[src/rtl/ancho_pkg.sv]
// Shared constants and types for the PWM capture block.
// Imported by the divider and the capture top.
package ancho_pkg;

    localparam int CNT_W_DEFAULT = 16;
    localparam int DUTY_W        = 3;
    localparam int MIN_PERIOD    = 4;

    typedef enum logic {
        ARM,
        MEASURE
    } state_t;

endpackage

[src/rtl/ancho_div3.sv]
// Three-step restoring divider producing the duty code MSB first.
// Assumes num < den, so the quotient always fits in DUTY_W bits.
module ancho_div3
    import ancho_pkg::*;
#(
    parameter int CNT_W = CNT_W_DEFAULT
) (
    input  logic              clk,
    input  logic              rst_n,
    input  logic              start,
    input  logic              abort,
    input  logic [CNT_W-1:0]  num,
    input  logic [CNT_W-1:0]  den,
    output logic [DUTY_W-1:0] quotient,
    output logic              done,
    output logic              busy
);

    logic [CNT_W:0]    rem;
    logic [CNT_W:0]    rem_sh;
    logic [CNT_W:0]    rem_nx;
    logic [CNT_W-1:0]  den_r;
    logic [DUTY_W-2:0] q;
    logic [1:0]        step;
    logic              ge;

    always_comb begin
        rem_sh = rem << 1;
        ge     = (rem_sh >= {1'b0, den_r});
        rem_nx = ge ? (rem_sh - {1'b0, den_r}) : rem_sh;
    end

    // Final bit is taken combinationally so the result lands on the third step.
    assign quotient = {q, ge};
    assign done     = busy && (step == 2'(DUTY_W - 1));

    always_ff @(posedge clk or negedge rst_n) begin
        if (!rst_n) begin
            rem   <= '0;
            den_r <= '0;
            q     <= '0;
            step  <= '0;
            busy  <= 1'b0;
        end else if (abort) begin
            step <= '0;
            busy <= 1'b0;
        end else if (start) begin
            rem   <= {1'b0, num};
            den_r <= den;
            q     <= '0;
            step  <= '0;
            busy  <= 1'b1;
        end else if (busy) begin
            rem  <= rem_nx;
            q    <= {q[DUTY_W-3:0], ge};
            step <= step + 2'd1;
            if (step == 2'(DUTY_W - 1)) begin
                busy <= 1'b0;
            end
        end
    end

endmodule

[src/rtl/ancho_capture.sv]
// PWM capture: measures high time and period per cycle and derives a duty code.
// Optional timeout detection is enabled by ANCHO_CAPTURE_TIMEOUT_EN.
module ancho_capture
    import ancho_pkg::*;
#(
    parameter int CNT_W = CNT_W_DEFAULT
) (
    input  logic              clk,
    input  logic              rst_n,
    input  logic              ena,
    input  logic              pwm_in,
    output logic [CNT_W-1:0]  high_time,
    output logic [CNT_W-1:0]  period,
    output logic [DUTY_W-1:0] duty_code,
    output logic              valid,
    output logic              stuck
);

    localparam logic [CNT_W-1:0] CNT_MAX = '1;
    localparam logic [CNT_W-1:0] ONE     = CNT_W'(1);
    localparam logic [CNT_W-1:0] MIN_P   = CNT_W'(MIN_PERIOD);

    logic              sync1;
    logic              sync2;
    logic              sync3;
    logic              rise;
    state_t            state;
    logic [CNT_W-1:0]  p_cnt;
    logic [CNT_W-1:0]  h_cnt;
    logic [CNT_W-1:0]  p_inc;
    logic [CNT_W-1:0]  h_inc;
    logic [CNT_W-1:0]  hi_l;
    logic [CNT_W-1:0]  per_l;
    logic              div_start;
    logic              div_done;
    logic              div_busy;
    logic [DUTY_W-1:0] div_q;

    always_ff @(posedge clk or negedge rst_n) begin
        if (!rst_n) begin
            sync1 <= 1'b0;
            sync2 <= 1'b0;
            sync3 <= 1'b0;
        end else begin
            sync1 <= pwm_in;
            sync2 <= sync1;
            sync3 <= sync2;
        end
    end

    assign rise  = sync2 & ~sync3;
    assign p_inc = (p_cnt == CNT_MAX) ? p_cnt : p_cnt + ONE;
    assign h_inc = (h_cnt == CNT_MAX) ? h_cnt : h_cnt + ONE;

    // Periods shorter than MIN_P are dropped so the divider is never overrun.
    assign div_start = ena && (state == MEASURE) && rise
                    && (p_cnt >= MIN_P) && !div_busy;

    ancho_div3 #(
        .CNT_W(CNT_W)
    ) u_div (
        .clk     (clk),
        .rst_n   (rst_n),
        .start   (div_start),
        .abort   (~ena),
        .num     (h_cnt),
        .den     (p_cnt),
        .quotient(div_q),
        .done    (div_done),
        .busy    (div_busy)
    );

    always_ff @(posedge clk or negedge rst_n) begin
        if (!rst_n) begin
            state     <= ARM;
            p_cnt     <= '0;
            h_cnt     <= '0;
            hi_l      <= '0;
            per_l     <= '0;
            high_time <= '0;
            period    <= '0;
            duty_code <= '0;
            valid     <= 1'b0;
        end else begin
            valid <= 1'b0;
            if (!ena) begin
                state <= ARM;
                p_cnt <= '0;
                h_cnt <= '0;
            end else begin
                if (div_done) begin
                    high_time <= hi_l;
                    period    <= per_l;
                    duty_code <= div_q;
                    valid     <= 1'b1;
                end
                case (state)
                    ARM: begin
                        if (rise) begin
                            p_cnt <= ONE;
                            h_cnt <= ONE;
                            state <= MEASURE;
                        end
                    end
                    MEASURE: begin
                        if (rise) begin
                            p_cnt <= ONE;
                            h_cnt <= ONE;
                            if (div_start) begin
                                hi_l  <= h_cnt;
                                per_l <= p_cnt;
                            end
`ifdef ANCHO_CAPTURE_TIMEOUT_EN
                        end else if (p_cnt == CNT_MAX) begin
                            state <= ARM;
                            p_cnt <= '0;
                            h_cnt <= '0;
`endif
                        end else begin
                            p_cnt <= p_inc;
                            if (sync2) begin
                                h_cnt <= h_inc;
                            end
                        end
                    end
                    default: state <= ARM;
                endcase
            end
        end
    end

`ifdef ANCHO_CAPTURE_TIMEOUT_EN
    logic stuck_q;

    always_ff @(posedge clk or negedge rst_n) begin
        if (!rst_n) begin
            stuck_q <= 1'b0;
        end else if (!ena || div_done) begin
            stuck_q <= 1'b0;
        end else if (state == MEASURE && !rise && p_cnt == CNT_MAX) begin
            stuck_q <= 1'b1;
        end
    end

    assign stuck = stuck_q;
`else
    assign stuck = 1'b0;
`endif

endmodule

[config.mk]
export PLATFORM = sky130hd
export DESIGN_NAME = ancho_capture
export DESIGN_NICKNAME = d
export VERILOG_FILES = /design/src/rtl/ancho_pkg.sv /design/src/rtl/ancho_div3.sv /design/src/rtl/ancho_capture.sv
export SDC_FILE = /design/constraint.sdc
export NUM_CORES = 1
export LEC_CHECK = 0
export BUFFER_PORTS_ARGS = -buffer_cell sky130_fd_sc_hd__clkbuf_2
export CORE_UTILIZATION = 66
export CTS_BUF_LIST = sky130_fd_sc_hd__clkbuf_16
export CTS_CLUSTER_DIAMETER = 150
export DETAILED_ROUTE_END_ITERATION = 8
export PLACE_DENSITY = 0.85
export SETUP_SLACK_MARGIN = 0.2
export SLEW_MARGIN = 10
export SYNTH_ARGS = -nofsm -noshare
export SYNTH_HDL_FRONTEND = slang
export SYNTH_SLANG_ARGS = --single-unit
[constraint.sdc]
create_clock -name clk -period 6.6 [get_ports clk]
set_input_delay 0.99 -clock clk [delete_from_list [all_inputs] [get_ports clk]]
set_output_delay 0.99 -clock clk [all_outputs]
set_load 0.01 [all_outputs]
==> out/metrics.yaml <==
status:
  status: "completed"
power:
  intPower_w: 0.00151
  pwr-share-comb: 0.021
  power.density_nw_per_um2: 249
  switchingPower_w: 0.000408
  swShare: 0.213
  ir_drop_mv: 0.244
  clkPwrFrac: 0.524
  p_seq_frac: 0.455
  power.leakage_nw: 3.78
  power_w: 0.00192
floorplanning:
  fp.dieArea_um2: 10800
  core_um2: 9910
  dieHeight_um: 104
  rows: 36
  initial_core_util: 0.690
  ios: 41
  die_w_um: 104
timing:
  tightest_slew_ps: 1220
  finalSetupViolations: 0
  final_max_slew_viol_count: 0
  relSlewSlack: 0.183
  fin_crit_sh: 0.445
  hold_viol: 0
  finalSetupTns_ps: 0
  finClkSkew_ps: 6.96
  fmax_mhz: 340
  holdWs_ps: 350
  min_period_ps: 2940
  rsz0062_at_grt: "no"
worst_setup_path:
  worst-path-buf-inv: 0
  crit_type: "flip-flop to flip-flop"
  cp-start-kind: "flip-flop"
  cp_data_arrival_time_ps: 3240
  cp_cell_sequence: "ha_1 -> nand4_1 -> or2_1 -> a31o_1 -> o21ai_2 -> a211oi_1 -> a221o_1"
  worstPathRequired_ps: 6900
  crit_path_max_fanout: 17
  path_delay_family: "compound AO/OA/AOI/OAI gates"
  end_kind: "flip-flop"
  cp_slowest_cell: "o21ai_2"
  cpPeakStageDelay_ps: 730
global_route:
  grt.total_usage: 0.326
  grt_overflow: 0
  grt_start_max_net_pins: 86
  grt_pass1_vias: 5331
  grt_pass1_wl_um: 27100
  antenna_found_initial: 0
route:
  routedWlPerCell_um: 18.9
  drtPass1Iterations: 8
  routed-via-count: 5305
  drt-total-wl_um: 16300
  final_antenna_net_count: 0
  dr.first_iter.drc_count: 567
  drt-vias-per-instance: 6.15
  drc: 0
clock_tree:
  htree_levels: 4
  cts_tree: "yes"
  post-cts-setup-buffers: 0
  cts_root_buf: "clkbuf_16"
  clk_pin_slew_ps: 60
  cts_resized: 0
  cts.sinks: 141
  cts_buffer_depth: 2
  insertion_delay_ps: 420
  cts_buffers: 17
  ctsHoldBuffers: 0
yosys:
  synth_cell_type_count: 63
  synth_seq_area_share: 0.516
  ys_ff_latch: 141
  syn-num-nets: 711
  yosysWarnings: 0
  netlist_area_um2: 6840
  synth_largest_area_cell: "dfrtp_1"
  synth_cells: 686
  syn_avg_cell_area_um2: 9.97
  yosysTopAreaCellShare: 0.516
  synth.area.top_cells: "dfrtp_1 (52%), nand2_1 (7.6%), mux2_2 (5.8%)"
  synth_edf_count: 0
  synth_flop_cell: "dfrtp_1"
  async_flop_share: 1.00
finish:
  area_growth_pct: 12.6
  diodes: 0
  final_area_um2: 7700
  fillerInstances: 643
  layout.nets: 742
  drive_gt1_frac: 0.159
place:
  routabilityCongestion: 0.901
  post-dp-hpwl_um: 10500
  port_buffers: 39
  postPlaceCellArea_um2: 7080
worst_hold_path:
  min_path_type: "flip-flop to flip-flop"
flow_run:
  max_cap_violations: 0
[Yosys cell counts, drive strengths merged (2+ instances only)]
cell / number
and4: 3
o211ai: 3
a31oi: 4
and2: 13
nand2: 139
o21a: 8
nor2: 33
mux2i: 12
nor3: 6
clkbuf: 12
dfrtp: 141
o41ai: 2
nand3: 23
xnor2: 16
o21bai: 3
a21oi: 16
nor4: 3
nand2b: 8
a21o: 5
o2bb2ai: 2
and3: 9
buf: 17
o31ai: 7
nand4: 10
mux2: 35
ha: 20
nor2b: 3
inv: 25
o2111ai: 2
a21boi: 2
xor2: 8
o21ai: 61
o311a: 2
or2: 2
a211oi: 4
a22oi: 10
or3: 5
[power groups by stage]
stage	logic [W]	clock network, W	registers (W)
floorplan	0.0000180	0	0.000886
global placement	0.0000379	0	0.000887
detailed placement	0.0000395	0	0.000887
CTS	0.0000402	0.00101	0.000872
global route	0.0000457	0.00105	0.000872
finish	0.0000394	0.00100	0.000872
[sequential cells by signal, indices dropped and copies added (netlist names)]
name / flops
valid: 1
sync1: 1
u_div.q: 2
sync2: 1
h_cnt: 16
u_div.rem: 16
u_div.den_r: 16
duty_code: 3
period: 16
high_time: 16
u_div.busy: 1
p_cnt: 16
u_div.step: 2
state: 1
hi_l: 16
sync3: 1
per_l: 16
[placed cells by master (no fill, tap or decap), types with 4 or more instances in the layout]
cell / count
a211oi_1: 4
a21o_1: 4
a21oi_1: 16
a22oi_1: 10
a31oi_1: 4
and2_1: 11
and3_1: 9
bufinv_16: 4
clkbuf_16: 17
clkbuf_2: 38
dfrtp_1: 141
ha_1: 20
inv_1: 26
mux2_2: 35
mux2i_1: 12
nand2_1: 138
nand2b_1: 7
nand3_1: 22
nand4_1: 10
nor2_1: 32
nor3_1: 6
o21a_1: 8
o21ai_0: 54
o21ai_1: 5
o31ai_1: 7
or3_1: 5
xnor2_1: 16
xor2_1: 8
[cell families (layout without fill, tap and decap cells)]
logic type | after synthesis | in the layout | synth area share
compound gates | 140 | 140 | 0.131
xor+xnor | 24 | 24 | 0.0307
fa+ha+maj | 21 | 21 | 0.0395
buf+inv | 54 | 98 | 0.0357
flops | 141 | 141 | 0.516
mux | 47 | 47 | 0.0752
other cells | 1 | 1 | 0.000548
simple gates | 258 | 258 | 0.172
[per-layer routing]
layer  up-vias  share of wire  global-route usage
met5         -              0                   0
met4         0          0.029               0.152
met3        47          0.068              0.0560
met2       227           0.49               0.522
met1      2582           0.41               0.436
li1       2449              -                   -
[through the flow]
step / setup WS [ps] / util / std cells
global placement: 3730 / 0.715 / 831
global route: 3480 / 0.777 / 863
finish: 3660 / 0.777 / 863
detailed placement: 3630 / 0.715 / 831
CTS: 3720 / 0.777 / 863
floorplan: 4100 / - / 686
[cell type report]
class	instances	area, um^2	share of cell area
Clock inverter	15	194	0.0252
Multi-Input combinational cell	491	3080	0.400
Timing Repair Buffer	41	216	0.0281
Tap cell	133	166	0.0216
Clock buffer	17	425	0.0552
Sequential cell	141	3530	0.458
Inverter	25	93.8	0.0122
[final timing paths]
kind,slack (ps),cells past startpoint,startpoint,to
setup / recovery,3660,7,u_div.rem[8],u_div.rem[1]
hold / removal,350,0,sync1,sync2
setup reg to reg,3660,7,u_div.rem[8],u_div.rem[1]
hold reg to reg,350,0,sync1,sync2
max in group asynchronous,4650,2,rst_n,period[3]
min in group asynchronous,520,1,rst_n,period[7]
Power figures use the tool's default switching activity.
